### config.mk
export PLATFORM = sky130hd
export DESIGN_NAME = clk_div_sched
export DESIGN_NICKNAME = d
export VERILOG_FILES = /design/src/rtl/clk_div_sched.sv
export SDC_FILE = /design/constraint.sdc
export NUM_CORES = 1
export LEC_CHECK = 0
export ABC_AREA = 0
export CORE_MARGIN = 5
export CORE_UTILIZATION = 45
export DETAILED_ROUTE_END_ITERATION = 10
export GPL_TIMING_DRIVEN = 0
export PLACE_DENSITY = 0.65
export SLEW_MARGIN = 20
export SYNTH_ARGS = -nofsm -noshare
export SYNTH_HDL_FRONTEND = slang
export SYNTH_SLANG_ARGS = --single-unit
### constraint.sdc
create_clock -name clk -period 4.44 [get_ports clk]
set_clock_uncertainty 0.2 [all_clocks]
set_input_delay 0.444 -clock clk [delete_from_list [all_inputs] [get_ports clk]]
set_output_delay 0.444 -clock clk [all_outputs]
set_load 0.005 [all_outputs]
### src/rtl/clk_div_sched.sv
// -----------------------------------------------------------------------------
// clk_div_sched
// Run-time controller for a synchronous mod-N clock divider. It holds the
// divide ratio in effect, produces the divided clock and a one-cycle tick at
// every divided-clock rising edge, and takes new ratios through a valid/ready
// handshake. A new ratio only ever takes effect on a period boundary, so the
// divided clock never shows a runt or stretched pulse.
//
// Ports:
//   clk        system clock, all logic on the rising edge
//   rst        synchronous reset, active-high
//   en         run enable (level)
//   cfg_valid  new-divisor request, held by the requester until accepted
//   cfg_div    requested divisor N
//   cfg_ready  request can be accepted this cycle (low while a ratio is pending)
//   cfg_err    one-cycle pulse after a request with N < 2 was accepted and dropped
//   cur_div    divisor currently in effect
//   running    high while the divider is producing periods (RUN or PEND)
//   clk_out    divided clock, registered
//   tick       one-cycle pulse coincident with each clk_out rising edge
// -----------------------------------------------------------------------------
module clk_div_sched #(
    parameter int unsigned WIDTH       = 32'd8,
    parameter int unsigned DEFAULT_DIV = 32'd5
) (
    input  logic             clk,
    input  logic             rst,
    input  logic             en,
    input  logic             cfg_valid,
    input  logic [WIDTH-1:0] cfg_div,
    output logic             cfg_ready,
    output logic             cfg_err,
    output logic [WIDTH-1:0] cur_div,
    output logic             running,
    output logic             clk_out,
    output logic             tick
);

    typedef enum logic [1:0] {
        ST_IDLE = 2'd0,
        ST_RUN  = 2'd1,
        ST_PEND = 2'd2
    } state_t;

    localparam logic [WIDTH-1:0] DIV_RST = WIDTH'(DEFAULT_DIV);
    localparam logic [WIDTH-1:0] ONE_W   = WIDTH'(1);
    localparam logic [WIDTH-1:0] TWO_W   = WIDTH'(2);
    localparam logic [WIDTH-1:0] ZERO_W  = WIDTH'(0);

    state_t           state_r;
    state_t           state_s;
    logic [WIDTH-1:0] cnt_r;
    logic [WIDTH-1:0] cnt_s;
    logic [WIDTH-1:0] cur_div_r;
    logic [WIDTH-1:0] cur_div_s;
    logic [WIDTH-1:0] pend_div_r;
    logic [WIDTH-1:0] pend_div_s;
    logic             clk_out_r;
    logic             clk_out_s;
    logic             tick_r;
    logic             tick_s;
    logic             cfg_err_r;
    logic             cfg_err_s;
    logic             running_r;
    logic             running_s;
    logic             cfg_ready_r;
    logic             cfg_ready_s;

    logic             accept_s;
    logic             div_ok_s;
    logic             wrap_s;

    // Handshake and period-boundary decode shared by the next-state logic.
    // cur_div_r is never below 2, so cur_div_r - 1 cannot underflow.
    always_comb begin
        accept_s = cfg_valid & cfg_ready_r;
        div_ok_s = (cfg_div >= TWO_W);
        wrap_s   = (cnt_r == (cur_div_r - ONE_W));
    end

    // Next-state, counter, divisor and registered-output preparation.
    always_comb begin
        state_s    = state_r;
        cnt_s      = cnt_r;
        cur_div_s  = cur_div_r;
        pend_div_s = pend_div_r;
        cfg_err_s  = accept_s & ~div_ok_s;

        case (state_r)
            ST_IDLE: begin
                cnt_s = ZERO_W;
                // In IDLE a valid ratio is installed directly: there is no
                // period in flight that it could cut short.
                if (accept_s && div_ok_s) begin
                    cur_div_s = cfg_div;
                end else begin
                    cur_div_s = cur_div_r;
                end
                if (en) begin
                    state_s = ST_RUN;
                end else begin
                    state_s = ST_IDLE;
                end
            end
            ST_RUN: begin
                if (wrap_s) begin
                    cnt_s = ZERO_W;
                end else begin
                    cnt_s = cnt_r + ONE_W;
                end
                // An accepted ratio always parks in PEND, even on the last
                // count of a period, so a full old period always follows.
                if (accept_s && div_ok_s) begin
                    state_s    = ST_PEND;
                    pend_div_s = cfg_div;
                end else if (wrap_s && !en) begin
                    state_s = ST_IDLE;
                end else begin
                    state_s = ST_RUN;
                end
            end
            ST_PEND: begin
                if (wrap_s) begin
                    cnt_s     = ZERO_W;
                    cur_div_s = pend_div_r;
                    if (en) begin
                        state_s = ST_RUN;
                    end else begin
                        state_s = ST_IDLE;
                    end
                end else begin
                    cnt_s   = cnt_r + ONE_W;
                    state_s = ST_PEND;
                end
            end
            default: begin
                state_s = ST_IDLE;
                cnt_s   = ZERO_W;
            end
        endcase

        // Outputs are computed from the next state so that the registered
        // copies line up with the registered counter.
        running_s   = (state_s != ST_IDLE);
        cfg_ready_s = (state_s != ST_PEND);
        clk_out_s   = running_s && (cnt_s < (cur_div_s >> 1));
        tick_s      = running_s && (cnt_s == ZERO_W);
    end

    // State, counter, divisor and output registers with synchronous reset.
    always_ff @(posedge clk) begin
        if (rst) begin
            state_r     <= ST_IDLE;
            cnt_r       <= ZERO_W;
            cur_div_r   <= DIV_RST;
            pend_div_r  <= ZERO_W;
            clk_out_r   <= 1'b0;
            tick_r      <= 1'b0;
            cfg_err_r   <= 1'b0;
            running_r   <= 1'b0;
            cfg_ready_r <= 1'b1;
        end else begin
            state_r     <= state_s;
            cnt_r       <= cnt_s;
            cur_div_r   <= cur_div_s;
            pend_div_r  <= pend_div_s;
            clk_out_r   <= clk_out_s;
            tick_r      <= tick_s;
            cfg_err_r   <= cfg_err_s;
            running_r   <= running_s;
            cfg_ready_r <= cfg_ready_s;
        end
    end

    assign cfg_ready = cfg_ready_r;
    assign cfg_err   = cfg_err_r;
    assign cur_div   = cur_div_r;
    assign running   = running_r;
    assign clk_out   = clk_out_r;
    assign tick      = tick_r;

endmodule

# Word-level counts from Yosys, hierarchy flattened
# Index checks and enable logic that the tools add are counted.
[totals]
register_bits = 31
inputBits = 12
output_inout_bits = 13
elab_cells = 45
[op_classes]
n_addsub = 2
n_lt_le_gt_ge = 2
n_eq_ne = 6
n_mux = 10
bitwise_logic = 3
n_reduce_logical = 12
[op_table]
columns = ["operator", "n"]
rows = [
  ["two-way mux 8 bit", 4],
  ["case mux 8 bit (2 select lines)", 1],
  ["adder 8 x 1 -> 8 bit, second input constant", 1],
  ["equality test 8 bit", 1],
  ["greater-or-equal comparator 8 x 2 -> 1 bit, second input constant", 1],
  ["logical NOT 8 bit", 1],
  ["< comparator 8 x 7 -> 1 bit", 1],
  ["subtractor 8 x 1 -> 8 bit, second input constant", 1],
  ["inequality test 2 bit, second input constant", 3],
  ["case mux 2 bit (3 select lines)", 1],
  ["logical AND 1 bit", 4],
  ["two-way mux 2 bit", 2],
  ["nonzero test 2 bit", 2],
  ["AND reduction 3 bit", 1],
  ["AND 1 bit", 2],
  ["equality test 2 x 1 -> 1 bit, second input constant", 1],
  ["equality test 2 bit, second input constant", 1],
  ["logical NOT 2 bit", 1],
  ["two-way mux 1 bit", 2],
  ["AND reduction 2 bit", 1],
  ["OR reduction 2 bit", 1],
  ["logical NOT 1 bit", 1],
  ["inverter 1 bit", 1],
]

# Longest topological paths before layout
# Gate-level depths: netlist of run 1.
[logic_depth]
word_depth = 8
ltp_mapped = 18

# Worst setup path before layout of run 1
# No wires, ideal clock.
[synth_path]
path_kind = "flip-flop to flip-flop"
startpoint = "register cur_div_r[2] (netlist: cur_div[2])"
endpoint = "register clk_out_r (netlist: clk_out)"
setup_time_ns = 0.088
arrival_ns = 3.538
required_ns = 4.152
setup_slack_ns = 0.614
stages_incl_launch_ff = 18
n_path_buf = 2
synth_period_minus_slack_ns = 3.826
cell_sequence = "dfxtp_1 buf_6 or3_4 or3_1 a21oi_1 nor3_1 nand2b_2 buf_6 mux2_4 a21boi_1 ha_1 a21o_1 a21oi_1 nand2_1 nand3_1 o21ai_0 a311o_1 a311oi_2"
[synth_via]
elab_chain_len = 8
word_cells_on_any_way = 15
cone_classes = "add/sub: 1; order compare: 1; eq/ne: 1; mux: 9; reduce/logical: 3"
[synth_lines]
columns = ["item", "line_no", "source"]
rows = [
  ["start, declared", "54", "logic [WIDTH-1:0] cur_div_r;"],
  ["start signal, assigned", "165", "cur_div_r <= cur_div_s;"],
  ["branches (longest 7 deep; another with subtractor 8 x 1 -> 8 bit)", "-", ""],
  ["logical AND 1 bit (*)", "146", "clk_out_s = running_s && (cnt_s < (cur_div_s >> 1));"],
  ["end signal, assigned", "167", "clk_out_r <= clk_out_s;"],
  ["end, declared", "58", "logic clk_out_r;"],
]
# Mark *: on every way between the ends. The select of a mux whose other input is x is not followed.
# A chain may end at the register's enable or synchronous reset.

# Worst setup path after layout of run 1
# Ends and elaborated chain as after synthesis.

==> impl_results.md, run 1 <==
* Status: completed
* CTS buffer count at 5
* WP data arrival at 4.09 ns
* #FFs+latches synth at 31
* Dpl hpwl at 3929 um
* Core region area at 4384 um2
* Fin cells at 335
* Ports at 25
* RR Endpoint: clk_out
* Final hold violation count at 0
* DR iter-0 viols at 78
* # rows at 24
* Achievable Freq at 0.2436 GHz
* Unrepaired setup endpoints after global routing: no
* Vias at 1817
* Worst-Margin Slew at 0.4848 ns
* Ys async rst share at 0%
* Synth cell types at 52
* Post-Syn Area at 2036 um2
* Cell depth of the worst hold path at 2
* Via density at 5.424
* Layout Nets at 306
* Dominant cell type by area after synthesis: dfxtp_1
* Clock period minus worst slack at 4.105 ns
* First-pass GRT wire length at 8687 um
* Crit path launch type: flop
* Fillers at 428
* Gpl congestion at 0.8038
* Max-cap violations at 0
* Largest net degree at the start of global routing at 11
* R2R Path Start: cur_div[2]
* Total GRT Usage at 17.79%
* Hold WC Path Type: reg -> reg
* Area delta synth->final at 20.71%
* Top cell type's share of synthesized area at 30.49%
* Ant diodes at 0
* Initial Util at 46.43%
* Depth of the most critical reg-to-reg path at 17
* Sequential share of the synthesized area at 30.49%
* Post-Place Worst Slack at 0.1155 ns
* Peak VDD IR at 0.1933 mV
* Die area at 5969 um2
* Total clock sinks at 31
* Placed insts at 327
* Most frequent cells after synthesis: 32 x nand2_1, 31 x dfxtp_1, 27 x nor2_1, 14 x a21oi_1
* CP max FO at 10
* Synth Flop Type: dfxtp_1
* Most numerous cell in the Yosys netlist: nand2_1
* Tcrit/Tclk final at 92.46%
* Critical path class: reg -> reg
* Proportion of layout cells with a drive suffix above 1 at 9.541%
* Worst Hold End: pend_div_r[5]
* Remaining DRCs at 0
* Setup TNS at 0 ns
* Final worst setup slack at 0.3347 ns
* Average cell area after synthesis at 8.110 um2
* Detailed-route wire length per cell at 14.86 um
* Post-Route WL at 4979 um
* Die width at 77.26 um
* Initial antenna violation count at 0
* Ys Warns at 0
* Gate Count Post-Synth at 251
* CP Data Required Time at 4.43 ns
* Port bufs at 24
* Final ANT Viol Nets at 0
* Ranking of synthesized cells by area: dfxtp_1 30%, ha_1 7.4%, nand2_1 5.9%
* CTS tree: yes
* CTS HTree Levels at 2
* Vias in the first global route at 1803
* Global route overflow at 0
* Pins Over Slew Limit at 0
* PwrDens at 333.1 nW/um2
* CTS clk-pin slew, worst paths at 0.06 ns
* Die height at 77.26 um
* Initial DRT Pass Iterations at 4
* Setup bufs post-CTS at 0
* Final setup vio count at 0
* FF-to-FF setup slack at 0.33 ns
* CP endpoint kind: flop
* Slew HR at 67.68%
* Leakage at 0.9555 nW
* Post-synth EDFFs at 0
* Max clock buf depth at 2
* Post-synthesis net count at 275
* Worst min-delay path startpoint: pend_div_r[5]
* Clk root buf: clkbuf_8
* Worst skew pair latency at 0.28 ns
-- per-stage QoR --
| step | total power, W | instance area, um2 | hold WS [ns] | util (%) |
|---|---|---|---|---|
| after global routing | 0.0008695 | 2457 | 0.2922 | 56.05 |
| after detailed placement | 0.0005746 | 2341 | 0.2532 | 53.40 |
| after global placement | 0.0005717 | 2341 | 0.2467 | 53.40 |
| after CTS | 0.0008205 | 2441 | 0.2627 | 55.68 |
| final | 0.0008185 | 2457 | 0.2596 | 56.05 |
| after floorplan | 0.0004889 | 2036 | 0.2338 | - |
-- state kept, by name, summed over array words and instances, names as in the netlist --
| signal | count |
|---|---|
| pend_div_r | 8 |
| tick | 1 |
| cfg_err | 1 |
| state_r | 2 |
| clk_out | 1 |
| cnt_r | 8 |
| running | 1 |
| cur_div | 8 |
| cfg_ready | 1 |
-- layer usage --
metal | share of wire [%] | routed length, um | GRT usage [%]
met1 | 48 | 2406 | 24.00
met2 | 45 | 2249 | 27.86
met3 | 5.3 | 265 | 4.684
met4 | 1.1 | 57 | 4.811
met5 | 0 | 0 | 0
-- where the power goes --
group / switching (W) / leakage (nW) / total, W / internal (W)
registers: 0.0000264 / 0.253 / 0.000326 / 0.000300
clock network: 0.000104 / 0.0515 / 0.000246 / 0.000141
logic: 0.000128 / 0.651 / 0.000246 / 0.000118
total: 0.000259 / 0.956 / 0.000819 / 0.000560
-- critical path, stage by stage (launching register included) --
cell      delay, ns
dfxtp_1        0.31
buf_6          0.14
or3_4          0.43
or3_1          0.36
a21oi_1        0.19
nor3_2         0.10
nand2b_4       0.18
buf_6          0.16
mux2_4         0.30
a21boi_1       0.16
ha_1           0.28
a21o_1         0.20
a21oi_2        0.15
nand2_1        0.06
nand3_1        0.11
o21ai_0        0.09
a311o_1        0.38
a311oi_2       0.22
-- worst max-delay path by stage --
stage	start	endpoint	slack, ns	cells after the start
floorplan	cur_div[2]	clk_out	0.61	17
global placement	cfg_div[5]	clk_out	0.16	17
detailed placement	cfg_div[5]	clk_out	0.12	17
CTS	cur_div[2]	clk_out	0.20	17
global route	cur_div[1]	clk_out	0.009	17
finish	cur_div[2]	clk_out	0.33	17
-- placed cells by master (no fill, tap or decap), types with 10 or more instances in the layout --
cell type	instances
clkbuf_1	11
nand2_1	32
nor2_1	27
ha_1	11
clkdlybuf4s50_1	24
a21oi_1	13
o21ai_0	10
inv_1	11
xnor2_1	11
dfxtp_1	31
nand3_1	12
-- cell families after synthesis --
group / share of synthesized area, %
compound gates: 20.59
xor+xnor: 6.884
fa+ha+maj: 7.375
buf+inv: 5.593
flops: 30.49
mux: 4.917
simple gates: 24.16
-- layout make-up --
type	instances	area [um2]	share of cell area [%]
sequential	31	620.6	25.25
tap	52	65.06	2.648
inverter	11	41.29	1.680
timing repair buffer	24	240.2	9.776
clock buffer	8	100.1	4.073
multi-input combinational	195	1318	53.61
buffer	14	72.57	2.953
-- what timing repair did --
item	4_1_cts	5_1_grt
setup endpoints to repair	0	1
hold endpoints to repair	0	0
resized for setup	0	4
hold buffers	0	0
No activity file was read; power rests on OpenSTA's default activity.
==> inputs of run 2 (changes only) <==
Settings changed: CELL_PAD_IN_SITES_DETAIL_PLACEMENT set to 0, CELL_PAD_IN_SITES_GLOBAL_PLACEMENT set to 1, CORE_MARGIN 5 to 1.5, CORE_UTILIZATION 45 to 41, PLACE_DENSITY 0.65 to 0.77.
==> run 2 against run 1 <==
Non-clock buffer count unchanged. Sequential share of layout area increased by 0.090 points. Cell area decreased by 0.36%. Fmax decreased by 1.2%. Worst hold slack got worse by 0.00070 ns. Total power decreased by 3.4%. Global-route usage increased by 2.5 points. Critical endpoint unchanged. Largest power group unchanged.
==> impl_results.md, run 2 (same netlist as run 1, synthesis figures left out) <==
* Initial DRT Pass Iterations at 4 (unchanged)
* Peak VDD IR at 0.1840 mV (-4.8%)
* Crit path launch type: flop
* Switching Share at 33.34% (+1.7 points)
* Delay-heaviest family, CP: compound AO/OA/AOI/OAI gates
* Largest net degree at the start of global routing at 11 (unchanged)
* Critical path class: reg -> reg
* CP endpoint kind: flop
* Power consumption at 0.0007904 W (-3.4%)
* # rows at 25 (+4.2%)
* Total clock sinks at 31 (unchanged)
* Ports at 25 (unchanged)
* Global route overflow at 0 (unchanged)
* Hold WC Path Type: reg -> reg
* Worst-Margin Slew at 0.5341 ns (+0.04927 ns)
* Slew HR at 64.39% (-3.3 points)
* Vias in the first global route at 1623 (-10%)
* Clk root buf: clkbuf_8
* Max clock buf depth at 2 (unchanged)
* Remaining DRCs at 0 (unchanged)
* Achievable Freq at 0.2408 GHz (-1.2%)
* CTS HTree Levels at 2 (unchanged)
* Gpl congestion at 0.8030 (about the same)
* Layout Nets at 306 (unchanged)
* Leakage at 0.9415 nW (-1.5%)
* P_sw at 0.0002636 W (+1.8%)
* CTS tree: yes
* Die width at 73.47 um (-4.9%)
* Via density at 5.283 (-2.6%)
* Post-Route WL at 5095 um (+2.3%)
* Pins Over Slew Limit at 0 (unchanged)
* Final worst setup slack at 0.2865 ns (-0.04828 ns)
* Worst path slowest cell: or4_1
* Tcrit/Tclk final at 93.55% (+1.1 points)
* CTS clk-pin slew, worst paths at 0.06 ns (about the same)
* First-pass GRT wire length at 8224 um (-5.3%)
* Commonest cells after routing, fill and taps aside: 32 x nand2_1, 31 x dfxtp_1, 27 x nor2_1
* Unrepaired setup endpoints after global routing: no
* Post-Place Worst Slack at 0.1065 ns (-0.009052 ns)
* FF-to-FF setup slack at 0.29 ns (-0.05 ns)
* Max-cap violations at 0 (unchanged)
* Status: completed
* CP Data Required Time at 4.43 ns (about the same)
* Detailed-route wire length per cell at 14.56 um (-2.1%)
* Die height at 73.47 um (-4.9%)
* CP cell instances: inv_1 -> ha_2 -> nand2_1 -> or4_1 -> a2111oi_4 -> nand2b_2 -> buf_6 -> mux2_4 -> a21boi_1 -> ha_1 -> a21o_1 -> a21oi_1 -> nand2_1 -> nand3_1 -> o21ai_0 -> a311o_1 -> a311oi_2
* Final ANT Viol Nets at 0 (unchanged)
* Port bufs at 24 (unchanged)
* Final setup vio count at 0 (unchanged)
* WP data arrival at 4.15 ns (+0.06 ns)
* PwrDens at 322.8 nW/um2 (-3.1%)
* Setup TNS at 0 ns (unchanged)
* Placed insts at 342 (+4.6%)
* CP peak stage delay at 0.45 ns (+0.02 ns)
* Dpl hpwl at 3977 um (+1.2%)
* Initial Util at 42.82% (-3.6 points)
* CP max FO at 10 (unchanged)
* Worst skew pair latency at 0.29 ns (about the same)
* Vias at 1849 (+1.8%)
* Cts hold-fix bufs at 0 (unchanged)
* Total GRT Usage at 20.26% (+2.5 points)
* Most common cell after layout, fill and taps aside: nand2_1
* Final hold violation count at 0 (unchanged)
* Die area at 5397 um2 (-9.6%)
* Int Power at 0.0005269 W (-5.9%)
* Clock power share at 27.6% (-2.4 points)
* Sequential power share at 41.2% (+1.3 points)
* CTS buffer count at 5 (unchanged)
* Critical path buffers and inverters at 2 (unchanged)
* Core region area at 4755 um2 (+8.4%)
* Area delta synth->final at 20.28%
* Clock period minus worst slack at 4.154 ns (+0.04828 ns)
* Proportion of layout cells with a drive suffix above 1 at 8.834% (-0.71 points)
* Most common cell on crit path: nand2_1
* Fin cells at 350 (+4.5%)
* Ant diodes at 0 (unchanged)
* DR iter-0 viols at 109 (+40%)
* Comb power frac at 31.2% (+1.1 points)
* Initial antenna violation count at 0 (unchanged)
-- run 2: power by group through the flow --
stage	registers, W	logic [W]	clock network, W
3_3_place_gp	0.000332	0.000243	0
6_report	0.000326	0.000247	0.000218
4_1_cts	0.000326	0.000246	0.000222
3_5_place_dp	0.000332	0.000245	0
5_1_grt	0.000329	0.000273	0.000235
2_1_floorplan	0.000326	0.000163	0
-- run 2: routing by layer --
layer / share of wire [%] / global-route usage (%) / vias to the layer above / wire length (um)
met2: 45 / 31.63 / 40 / 2317
met3: 2.9 / 3.704 / 6 / 146
met1: 50 / 28.55 / 848 / 2571
li1: - / - / 955 / -
met4: 1.2 / 5.556 / 0 / 59
met5: 0 / 0 / - / 0
-- run 2: cell type report --
cell class	count	area, um2
repair buffers	24	240.2
multi-input cells	195	1309
inverters	11	41.29
fillers	508	2306
well taps	67	83.83
clock inverters	1	5.005
flip-flops and latches	31	620.6
plain buffers	14	72.57
clock buffers	7	76.32
-- run 2: stage by stage --
stage	hold slack [ns]	utilization (%)	instance area, um2
global placement	0.2466	49.63	2360
detailed placement	0.2503	49.63	2360
global route	0.2800	51.50	2449
finish	0.2589	51.50	2449
CTS	0.2599	51.34	2441
floorplan	0.2338	-	2036
-- run 2: worst min-delay path, delay by kind of cell (launching register included) --
family          cells  cell delay, ns
flops               1            0.31
simple gates        1            0.05
compound gates      1            0.05
-- run 2: path summary, 6_finish.rpt --
check | startpoint | to | depth (start not counted)
worst max register to register | cur_div[1] | clk_out | 17
worst max-delay path | cur_div[1] | clk_out | 17
worst min register to register | pend_div_r[0] | pend_div_r[0] | 2
worst min-delay path | pend_div_r[0] | pend_div_r[0] | 2
-- run 2: what timing repair did --
action,CTS,global route
buffers inserted,0,0
endpoints found under the setup margin,0,1
gates resized for setup,0,2
==> inputs of run 3 (changes only) <==
Settings changed: CAP_MARGIN set to 5, CORE_MARGIN 1.5 to not set, SKIP_CTS_REPAIR_TIMING set to 1.
==> run 3 against run 2 <==
Cell area increased by 1.9%. Sequential power about the same. Final cell count unchanged. Largest cell class unchanged.
==> impl_results.md, run 3 (same netlist as run 1, synthesis figures left out) <==
* RR Endpoint: clk_out
* Delay-heaviest family, CP: compound AO/OA/AOI/OAI gates
* Cell depth of the worst hold path at 2 (unchanged)
* Final setup vio count at 0 (unchanged)
* Hold WC Path Type: reg -> reg
* Initial DRT Pass Iterations at 4 (unchanged)
* PwrDens at 346.7 nW/um2 (+7.4%)
* Crit path launch type: flop
* Via density at 5.223 (-1.1%)
* Ports at 25 (unchanged)
* Clock period minus worst slack at 4.248 ns (+0.09469 ns)
* Largest net degree at the start of global routing at 11 (unchanged)
* Clk root buf: clkbuf_8
* DR iter-0 viols at 78 (-28%)
* Vias in the first global route at 1729 (+6.5%)
* Proportion of layout cells with a drive suffix above 1 at 9.541% (+0.71 points)
* Fin cells at 350 (unchanged)
* CP max FO at 10 (unchanged)
* Critical path buffers and inverters at 2 (unchanged)
* Max-cap violations at 0 (unchanged)
* Max clock buf depth at 2 (unchanged)
* WP data arrival at 4.24 ns (+0.09 ns)
* Worst min-delay path startpoint: pend_div_r[3]
* Pins Over Slew Limit at 0 (unchanged)
* Worst path slowest cell: or3_4
* Depth of the most critical reg-to-reg path at 17 (unchanged)
* First-pass GRT wire length at 8411 um (+2.3%)
* FF-to-FF setup slack at 0.19 ns (-0.09 ns)
* Worst Hold End: pend_div_r[3]
* Dpl hpwl at 3925 um (-1.3%)
* CTS tree: yes
* Hold_ws at 0.2552 ns (-0.003669 ns)
* CTS HTree Levels at 2 (unchanged)
* Core region area at 4755 um2 (unchanged)
* Gpl congestion at 0.8705 (+8.4%)
* Slew HR at 66.27% (+1.9 points)
* Global route overflow at 0 (unchanged)
* Post-Route WL at 4954 um (-2.8%)
* Leakage at 0.9623 nW (+2.2%)
* Critical path class: reg -> reg
* Worst skew pair latency at 0.28 ns (about the same)
* CTS buffer count at 5 (unchanged)
* Initial Util at 42.82% (unchanged)
* R2R Path Start: cur_div[2]
* Final hold violation count at 0 (unchanged)
* Port bufs at 24 (unchanged)
* Die width at 72.47 um (-1.4%)
* CP cell instances: buf_6 -> or3_4 -> or3_1 -> a21oi_1 -> nor3_2 -> nand2b_2 -> buf_6 -> mux2_4 -> a21boi_1 -> ha_1 -> a21o_1 -> a21oi_1 -> nand2_1 -> nand3_1 -> o21ai_0 -> a311o_1 -> a311oi_2
* CP peak stage delay at 0.42 ns (-0.03 ns)
* Initial antenna violation count at 0 (unchanged)
* Total clock sinks at 31 (unchanged)
* Unrepaired setup endpoints after global routing: no
* Total GRT Usage at 20.74% (+0.48 points)
* Ant diodes at 0 (unchanged)
* Final worst setup slack at 0.1918 ns (-0.09469 ns)
* Die area at 5251 um2 (-2.7%)
* Vias at 1828 (-1.1%)
* Tcrit/Tclk final at 95.68% (+2.1 points)
* Detailed-route wire length per cell at 14.15 um (-2.8%)
* CP endpoint kind: flop
* Layout Utilization at 52.47% (+0.97 points)
* Fillers at 499 (-1.8%)
* CP Data Required Time at 4.43 ns (about the same)
* Commonest cells after routing, fill and taps aside: 32 x nand2_1, 31 x dfxtp_1, 27 x nor2_1
* Remaining DRCs at 0 (unchanged)
* Status: completed
* CTS clk-pin slew, worst paths at 0.07 ns (about the same)
* Peak VDD IR at 0.2313 mV (+26%)
* Post-Place Worst Slack at 0.07937 ns (-0.02709 ns)
* Placed insts at 342 (unchanged)
* Most common cell after layout, fill and taps aside: nand2_1
* Die height at 72.47 um (-1.4%)
* Area delta synth->final at 22.56%
* Setup TNS at 0 ns (unchanged)
* Layout Nets at 306 (unchanged)
* Achievable Freq at 0.2354 GHz (-2.2%)
* Final ANT Viol Nets at 0 (unchanged)
* # rows at 25 (unchanged)
* Worst-Margin Slew at 0.5060 ns (-0.02813 ns)
==> run 3: changes by cell type in the layout (fill, tap and decap cells not counted) <==
cell       previous run  this run
clkbuf_1             12        10
bufinv_16             0         1
clkbuf_8              5         6
ha_2                  1         0
ha_4                  0         1
==> run 3: worst register-to-register path, delay by kind of cell, from the launching register on <==
kind,cells,cell delay (ns)
and+or+nand+nor,6,1.29
adders and majority gates,1,0.28
buffers and inverters,2,0.32
AOI/OAI and AO/OA,7,1.45
muxes,1,0.30
DFF,1,0.32
==> run 3: metrics by stage <==
step                power [W]  instance area, um2
floorplan           0.0004889                2036
global placement    0.0005744                2360
detailed placement  0.0005759                2360
CTS                 0.0008668                2477
global route        0.0009186                2495
finish              0.0008650                2495
==> run 3: where the power goes <==
group | switching [W] | total [W] | internal [W]
clock | 0.000108 | 0.000289 | 0.000182
sequential | 0.0000254 | 0.000325 | 0.000300
combinational | 0.000131 | 0.000250 | 0.000120
==> run 3: routing by layer <==
metal | part of all wire (%) | wire, um | vias to the layer above | GRT usage (%)
met5 | 0 | 0 | - | 0
met4 | 0.99 | 49 | 0 | 4.793
met3 | 3.8 | 187 | 7 | 4.167
met2 | 46 | 2256 | 44 | 33.33
met1 | 50 | 2460 | 824 | 28.56
li1 | - | - | 953 | -
==> run 3: layout make-up <==
type / count / area (um2) / share of cell area (%)
clock inverters: 2 / 35.03 / 1.404
multi-input cells: 195 / 1319 / 52.86
clock buffers: 6 / 82.58 / 3.310
plain buffers: 14 / 72.57 / 2.909
repair buffers: 24 / 240.2 / 9.629
well taps: 67 / 83.83 / 3.360
inverters: 11 / 41.29 / 1.655
flip-flops and latches: 31 / 620.6 / 24.87
==> run 3: how the worst max path moves through the flow <==
stage / from / end / slack [ns] / depth (start not counted)
6_report: cur_div[2] / clk_out / 0.19 / 17
5_1_grt: cur_div[2] / clk_out / 0.009 / 17
4_1_cts: cur_div[1] / clk_out / 0.1 / 17
3_5_place_dp: cfg_div[5] / clk_out / 0.08 / 17
3_3_place_gp: cfg_div[5] / clk_out / 0.08 / 17
2_1_floorplan: cur_div[2] / clk_out / 0.61 / 17
